<file path="src/rtl/imem_loader.sv">
// Boot loader: turns a length-prefixed, checksummed byte stream into 16-bit instruction memory writes.
// Latency: wren pulses the cycle after the LO byte of each word is accepted; status is registered.
// Backpressure: none; every byte_valid cycle consumes one byte, and the idle timeout flags stalled streams.
module imem_loader #(
  parameter logic [15:0] BASE_ADDR = 16'd0,
  parameter logic [15:0] MAX_WORDS = 16'd4096,
  parameter logic [19:0] TIMEOUT   = 20'd1000000
) (
  input  logic        clk,
  input  logic        rst_n,
  input  logic        start,
  input  logic [7:0]  byte_in,
  input  logic        byte_valid,
  output logic [15:0] wraddress,
  output logic [15:0] wdata,
  output logic        wren,
  output logic        cpu_hold,
  output logic        done,
  output logic        error,
  output logic [15:0] words_loaded
);

  typedef enum logic [2:0] {
    S_IDLE,
    S_LEN_HI,
    S_LEN_LO,
    S_DATA_HI,
    S_DATA_LO,
    S_CSUM,
    S_DONE,
    S_ERR
  } state_t;

  state_t      state_q;
  logic [7:0]  len_hi_q;
  logic [15:0] len_q;
  logic [7:0]  data_hi_q;
  logic [7:0]  sum_q;
  logic [19:0] timer_q;
  logic [15:0] wraddress_q;
  logic [15:0] wdata_q;
  logic        wren_q;
  logic        cpu_hold_q;
  logic        done_q;
  logic        error_q;
  logic [15:0] words_q;

  logic        loading;
  logic [15:0] len_d;
  logic [7:0]  sum_d;
  logic [19:0] timer_d;
  logic        timeout_hit;
  logic        last_word;

  // Per-byte helper values: assembled length, running checksum, idle timer and end-of-image test.
  always_comb begin
    loading     = 1'b0;
    len_d       = {len_hi_q, byte_in};
    sum_d       = sum_q + byte_in;
    timer_d     = timer_q;
    timeout_hit = 1'b0;
    // words_q already includes every earlier word: writes are at least two cycles apart.
    last_word   = ((words_q + 16'd1) == len_q);
    case (state_q)
      S_LEN_HI, S_LEN_LO, S_DATA_HI, S_DATA_LO, S_CSUM: loading = 1'b1;
      default:                                          loading = 1'b0;
    endcase
    if (loading) begin
      if (byte_valid) begin
        timer_d = 20'd0;
      end else begin
        timer_d = timer_q + 20'd1;
        // The cycle in which the idle count would reach TIMEOUT; a byte in that cycle still counts.
        timeout_hit = (timer_q == (TIMEOUT - 20'd1));
      end
    end
  end

  // Loader FSM with all outputs registered; write data/address are captured with the LO byte.
  always_ff @(posedge clk) begin
    if (!rst_n) begin
      state_q     <= S_IDLE;
      len_hi_q    <= 8'd0;
      len_q       <= 16'd0;
      data_hi_q   <= 8'd0;
      sum_q       <= 8'd0;
      timer_q     <= 20'd0;
      wraddress_q <= BASE_ADDR;
      wdata_q     <= 16'd0;
      wren_q      <= 1'b0;
      cpu_hold_q  <= 1'b1;
      done_q      <= 1'b0;
      error_q     <= 1'b0;
      words_q     <= 16'd0;
    end else begin
      wren_q  <= 1'b0;
      timer_q <= timer_d;
      // The word counter trails the write pulse by one cycle.
      if (wren_q) begin
        words_q <= words_q + 16'd1;
      end

      case (state_q)
        S_IDLE, S_DONE, S_ERR: begin
          if (start) begin
            state_q    <= S_LEN_HI;
            sum_q      <= 8'd0;
            words_q    <= 16'd0;
            timer_q    <= 20'd0;
            done_q     <= 1'b0;
            error_q    <= 1'b0;
            cpu_hold_q <= 1'b1;
          end
        end

        S_LEN_HI: begin
          if (byte_valid) begin
            len_hi_q <= byte_in;
            sum_q    <= sum_d;
            state_q  <= S_LEN_LO;
          end
        end

        S_LEN_LO: begin
          if (byte_valid) begin
            len_q <= len_d;
            sum_q <= sum_d;
            if (len_d == 16'd0) begin
              state_q <= S_CSUM;
            end else if (len_d > MAX_WORDS) begin
              state_q    <= S_ERR;
              error_q    <= 1'b1;
              cpu_hold_q <= 1'b1;
            end else begin
              state_q <= S_DATA_HI;
            end
          end
        end

        S_DATA_HI: begin
          if (byte_valid) begin
            data_hi_q <= byte_in;
            sum_q     <= sum_d;
            state_q   <= S_DATA_LO;
          end
        end

        S_DATA_LO: begin
          if (byte_valid) begin
            sum_q       <= sum_d;
            wdata_q     <= {data_hi_q, byte_in};
            wraddress_q <= BASE_ADDR + words_q;
            wren_q      <= 1'b1;
            state_q     <= last_word ? S_CSUM : S_DATA_HI;
          end
        end

        S_CSUM: begin
          if (byte_valid) begin
            if (byte_in == sum_q) begin
              state_q    <= S_DONE;
              done_q     <= 1'b1;
              cpu_hold_q <= 1'b0;
            end else begin
              state_q    <= S_ERR;
              error_q    <= 1'b1;
              cpu_hold_q <= 1'b1;
            end
          end
        end

        default: begin
          state_q <= S_IDLE;
        end
      endcase

      // A stalled stream aborts the load; timeout_hit implies no byte, so no case branch acted.
      if (timeout_hit) begin
        state_q    <= S_ERR;
        error_q    <= 1'b1;
        cpu_hold_q <= 1'b1;
      end
    end
  end

  assign wraddress    = wraddress_q;
  assign wdata        = wdata_q;
  assign wren         = wren_q;
  assign cpu_hold     = cpu_hold_q;
  assign done         = done_q;
  assign error        = error_q;
  assign words_loaded = words_q;

endmodule

</file>
<file path="config.mk">
export PLATFORM = sky130hd
export DESIGN_NAME = imem_loader
export DESIGN_NICKNAME = d
export VERILOG_FILES = /design/src/rtl/imem_loader.sv
export SDC_FILE = /design/constraint.sdc
export NUM_CORES = 1
export LEC_CHECK = 0
export CAP_MARGIN = 20
export CORE_MARGIN = 2
export CORE_UTILIZATION = 30
export DETAILED_ROUTE_END_ITERATION = 10
export GPL_ROUTABILITY_DRIVEN = 0
export SLEW_MARGIN = 20
export SYNTH_ARGS = -nofsm -noshare
export SYNTH_HDL_FRONTEND = slang
export SYNTH_SLANG_ARGS = --single-unit
</file>
<file path="constraint.sdc">
create_clock -name clk -period 2.6 [get_ports clk]
set_input_delay 0.52 -clock clk [delete_from_list [all_inputs] [get_ports clk]]
set_output_delay 0.52 -clock clk [all_outputs]
set_load 0.03 [all_outputs]
</file>
==> run summary <==
==========================================================================================
Adder-cell share of the synthesized area ....................................       0.0235
Remaining routing DRC violations ............................................            0
Inserted Clock Buffers ......................................................           17
Port buffer count ...........................................................           63
Cell with the biggest individual delay on the critical path ................. clkdlybuf4s50_1
Fraction of layout cells with a size suffix above 1 .........................        0.111
Number of cells on the worst hold path ......................................            2
Share of the cycle needed by the critical path after routing ................        0.894
Total routing resource utilization after global routing .....................        0.162
Required arrival time at the worst endpoint .................................      2.08 ns
Worst setup slack for register-to-register paths ............................      0.29 ns
Endpoint type of the worst setup path .......................................  output port
Wire length after detailed routing ..........................................    15,600 um
Post-synthesis compound-gate area fraction ..................................        0.183
Number of antenna violations at the first check in global routing ...........            0
Worst hold path startpoint .................................................. data_hi_q[6]$_SDFFE_PN0P_
Die outline area ............................................................ 0.0200 sq mm
Final setup viols ...........................................................            0
Antenna cells ...............................................................            0
Total non-filler cell area in the finished layout ........................... 0.00732 sq mm
Vias in the first global route ..............................................        5,013
Fmax ........................................................................      430 MHz
Average detailed-routed wire length per instance ............................      15.0 um
Yosys warning total .........................................................            0
Critical Path Fanout Max ....................................................            9
Utilization after layout ....................................................        0.394
Wire length of the first global-routing pass ................................    25,600 um
Source of the worst register-to-register timing path ........................ words_loaded[4]$_SDFF_PN0_
Result of the run ........................................................... complete, no violations
Signal arrival time at the worst endpoint ...................................      1.80 ns
Minimum period implied by the final worst setup slack .......................      2.32 ns
Die X .......................................................................       141 um
Slew @ Worst Pin ............................................................     0.715 ns
Count of endpoints failing hold in the final timing report ..................            0
Clock latency reported for the late side of the worst-skew pair .............      0.43 ns
Leading cell type in the layout, fill and taps excluded .....................      nand2_1
Number of H-tree levels .....................................................            4
Number of clock sinks seen by CTS ...........................................          115
Vertical extent of the die ..................................................       141 um
Clk_skew ....................................................................   0.00658 ns
Combinational family with the most area after synthesis ..................... simple AND/OR/NAND/NOR gates
Proportion of synthesized area in mux cells .................................      0.00553
Dominant delay contributor by cell family on the critical path .............. buffers and inverters
Vias/cell ...................................................................         5.08
Setup fix buffers added after clock tree synthesis ..........................            0
Min-Delay Path Class ........................................................      reg2reg
Critical path's largest stage delay .........................................      0.77 ns
Synthesized-area fraction occupied by and/or/nand/nor cells .................        0.274
Startpoint Class ............................................................    flip-flop
Buffer depth of the longest clock path ......................................            2
Cell Area, Synth ............................................................ 0.00566 sq mm
Mapped Nets .................................................................          740
Async S/R FF share, synth ...................................................            0
Cells on worst reg2reg path .................................................            6
Maximum number of pins on one net before global-route repair ................           55
RSZ-0062 raised after global routing ........................................           no
Xor and xnor area share after synthesis .....................................       0.0635
Aggregate negative setup slack ..............................................         0 ns
Clk root buf ................................................................    clkbuf_16
Area growth syn-to-layout ...................................................        29.4%
Part of the Yosys area used for sequential elements .........................        0.407
Clock edge transition at the registers on the reported setup and hold paths .      0.06 ns
Worst Hold Margin ...........................................................     0.451 ns
CORE AREA ................................................................... 0.0186 sq mm
Detailed placer's ending HPWL ...............................................    10,900 um
Initial cell density of the core ............................................        0.304
Number of enable-type register cells in the synthesized netlist .............            0
Total vias in the final route ...............................................        5,296
Max-cap violations ..........................................................            0
Post-synthesis average cell area ............................................   7.88 sq um
Max VDD drop ................................................................   0.000453 V
Power per Cell Area .........................................................  638 mW/mm^2
Reg2Reg Capture Point ....................................................... state_q[1]$_SDFFE_PN0P_
Leakage power of the design .................................................      2.53 nW
Worst path cell trace ....................................................... clkdlybuf4s50_1
Remaining max-slew budget at the tightest pin ...............................        0.523
Count of buffering cells on the critical path with inverters included .......            1
Number of cells produced by synthesis .......................................          718
First-pass DRT Iterations ...................................................            4
Register bit total from synthesis ...........................................          115
Site row count ..............................................................           50
Commonest cells after routing, fill and taps aside .......................... nand2_1, dfxtp_1, a21oi_1, clkdlybuf4s50_1, nor2_1
Type of the worst setup path ................................................      reg2out
Final ANT Viol Nets .........................................................            0
Number of stages on the worst setup path ....................................            1
Clock tree from TritonCTS ...................................................          yes
Number of top-level pins ....................................................           64
Nets ........................................................................          818
Number of pins with negative max-slew slack in the final report .............            0
Initial drt markers .........................................................          299
Global route overflow .......................................................            0
Worst hold endpoint ......................................................... wdata[14]$_SDFFE_PN0P_
Commonest register cell after synthesis .....................................      dfxtp_1
Post-CTS sizing .............................................................            0
Placed cell area ............................................................ 0.00672 sq mm
Number of different library cells in the post-synthesis netlist .............           63
Hold buffer count at cts ....................................................            0
==========================================================================================
layer usage:
metal	vias to the layer above	routed length [um]	GRT usage	share of wire
li1	2678	-	-	-
met1	2516	7700	0.214	0.49
met2	83	7240	0.261	0.46
met3	19	475	0.0358	0.030
met4	0	234	0.0584	0.015
met5	-	0	0	0
Yosys cell counts, types with 2 or more instances:
| master | count | area (sq um) |
|---|---|---|
| clkbuf_1 | 40 | 150 |
| nor3_1 | 11 | 55.1 |
| nor2b_1 | 4 | 25.0 |
| o22ai_1 | 2 | 12.5 |
| o211a_1 | 4 | 40.0 |
| o211ai_1 | 5 | 37.5 |
| mux2i_1 | 2 | 20.0 |
| nor3b_1 | 3 | 22.5 |
| inv_1 | 9 | 33.8 |
| o21a_1 | 3 | 22.5 |
| xnor2_1 | 27 | 236 |
| and4_1 | 5 | 43.8 |
| a211oi_1 | 3 | 22.5 |
| buf_2 | 4 | 20.0 |
| nor4_1 | 11 | 68.8 |
| a41oi_1 | 3 | 26.3 |
| nand3b_1 | 4 | 30.0 |
| or3_1 | 3 | 18.8 |
| a31o_2 | 2 | 17.5 |
| nand4b_1 | 5 | 43.8 |
| a21oi_1 | 89 | 445 |
| or2_2 | 2 | 12.5 |
| nand3_1 | 18 | 90.1 |
| a21o_1 | 3 | 22.5 |
| nand2_1 | 164 | 616 |
| a31oi_1 | 6 | 37.5 |
| xor2_1 | 14 | 123 |
| o2bb2ai_1 | 2 | 17.5 |
| buf_6 | 2 | 22.5 |
| nand4_1 | 12 | 75.1 |
| a221oi_1 | 2 | 17.5 |
| a311oi_1 | 4 | 35.0 |
| nor4b_1 | 4 | 35.0 |
| a22oi_1 | 5 | 37.5 |
| nand2b_1 | 2 | 12.5 |
| a22o_1 | 2 | 17.5 |
| nor2_1 | 58 | 218 |
| ha_1 | 9 | 113 |
| dfxtp_1 | 115 | 2300 |
| buf_4 | 2 | 15.0 |
| and2_1 | 7 | 43.8 |
| o21ai_0 | 16 | 80.1 |
| o41ai_1 | 2 | 17.5 |
| and3_1 | 8 | 50.1 |
| a2111oi_4 | 2 | 55.1 |
cell families after synthesis:
| kind of cell | Yosys count |
|---|---|
| xor+xnor | 41 |
| simple gates | 328 |
| flops | 115 |
| fa+ha+maj | 10 |
| buf+inv | 58 |
| compound gates | 163 |
| mux | 3 |
flip-flops by register name (all words and copies together), names as in the netlist, 3 cells and up:
register and flops:
wraddress 16, wdata 16, words_loaded 16, len_hi_q 8, data_hi_q 8, len_q 16
timer_q 20, state_q 3, sum_q 8
how the worst max path moves through the flow:
| stage | slack, ns | startpoint | end |
|---|---|---|---|
| floorplan | 0.27 | words_loaded[0]$_SDFF_PN0_ | state_q[1]$_SDFFE_PN0P_ |
| global placement | -0.03 | byte_in[0] | sum_q[6]$_SDFFE_PN0P_ |
| detailed placement | -0.09 | byte_in[0] | sum_q[6]$_SDFFE_PN0P_ |
| CTS | 0.22 | wren$_SDFF_PN0_ | wren |
| global route | 0.19 | words_loaded[3]$_SDFF_PN0_ | state_q[1]$_SDFFE_PN0P_ |
| finish | 0.28 | wren$_SDFF_PN0_ | wren |
stage by stage:
stage	worst slack [ns]	cells	total power, mW
after floorplan	0.272	718	2.15
after global placement	-0.0301	1011	2.31
after detailed placement	-0.0915	1011	2.31
after CTS	0.223	1043	4.70
after global routing	0.186	1043	4.85
final	0.276	1043	4.67
worst register-to-register path, stage by stage, from the launching register on:
cell and delay [ns]:
dfxtp_1 0.48, nand3_4 0.11, o21a_1 0.21, or4b_4 0.54, a2111oi_4 0.40, o2111ai_1 0.24, a22o_1 0.24
power by group:
group | internal [mW] | switching, mW
clock network | 1.53 | 0.860
registers | 1.80 | 0.0350
logic | 0.174 | 0.277
cell type report:
| type | instances | area (sq um) |
|---|---|---|
| multi-input combinational | 545 | 3110 |
| sequential | 115 | 2300 |
| tap | 234 | 293 |
| inverter | 9 | 33.8 |
| fill | 1902 | 11300 |
| clock inverter | 13 | 158 |
| timing repair buffer | 108 | 981 |
| clock buffer | 19 | 443 |
(Power assumes the default switching activity.)
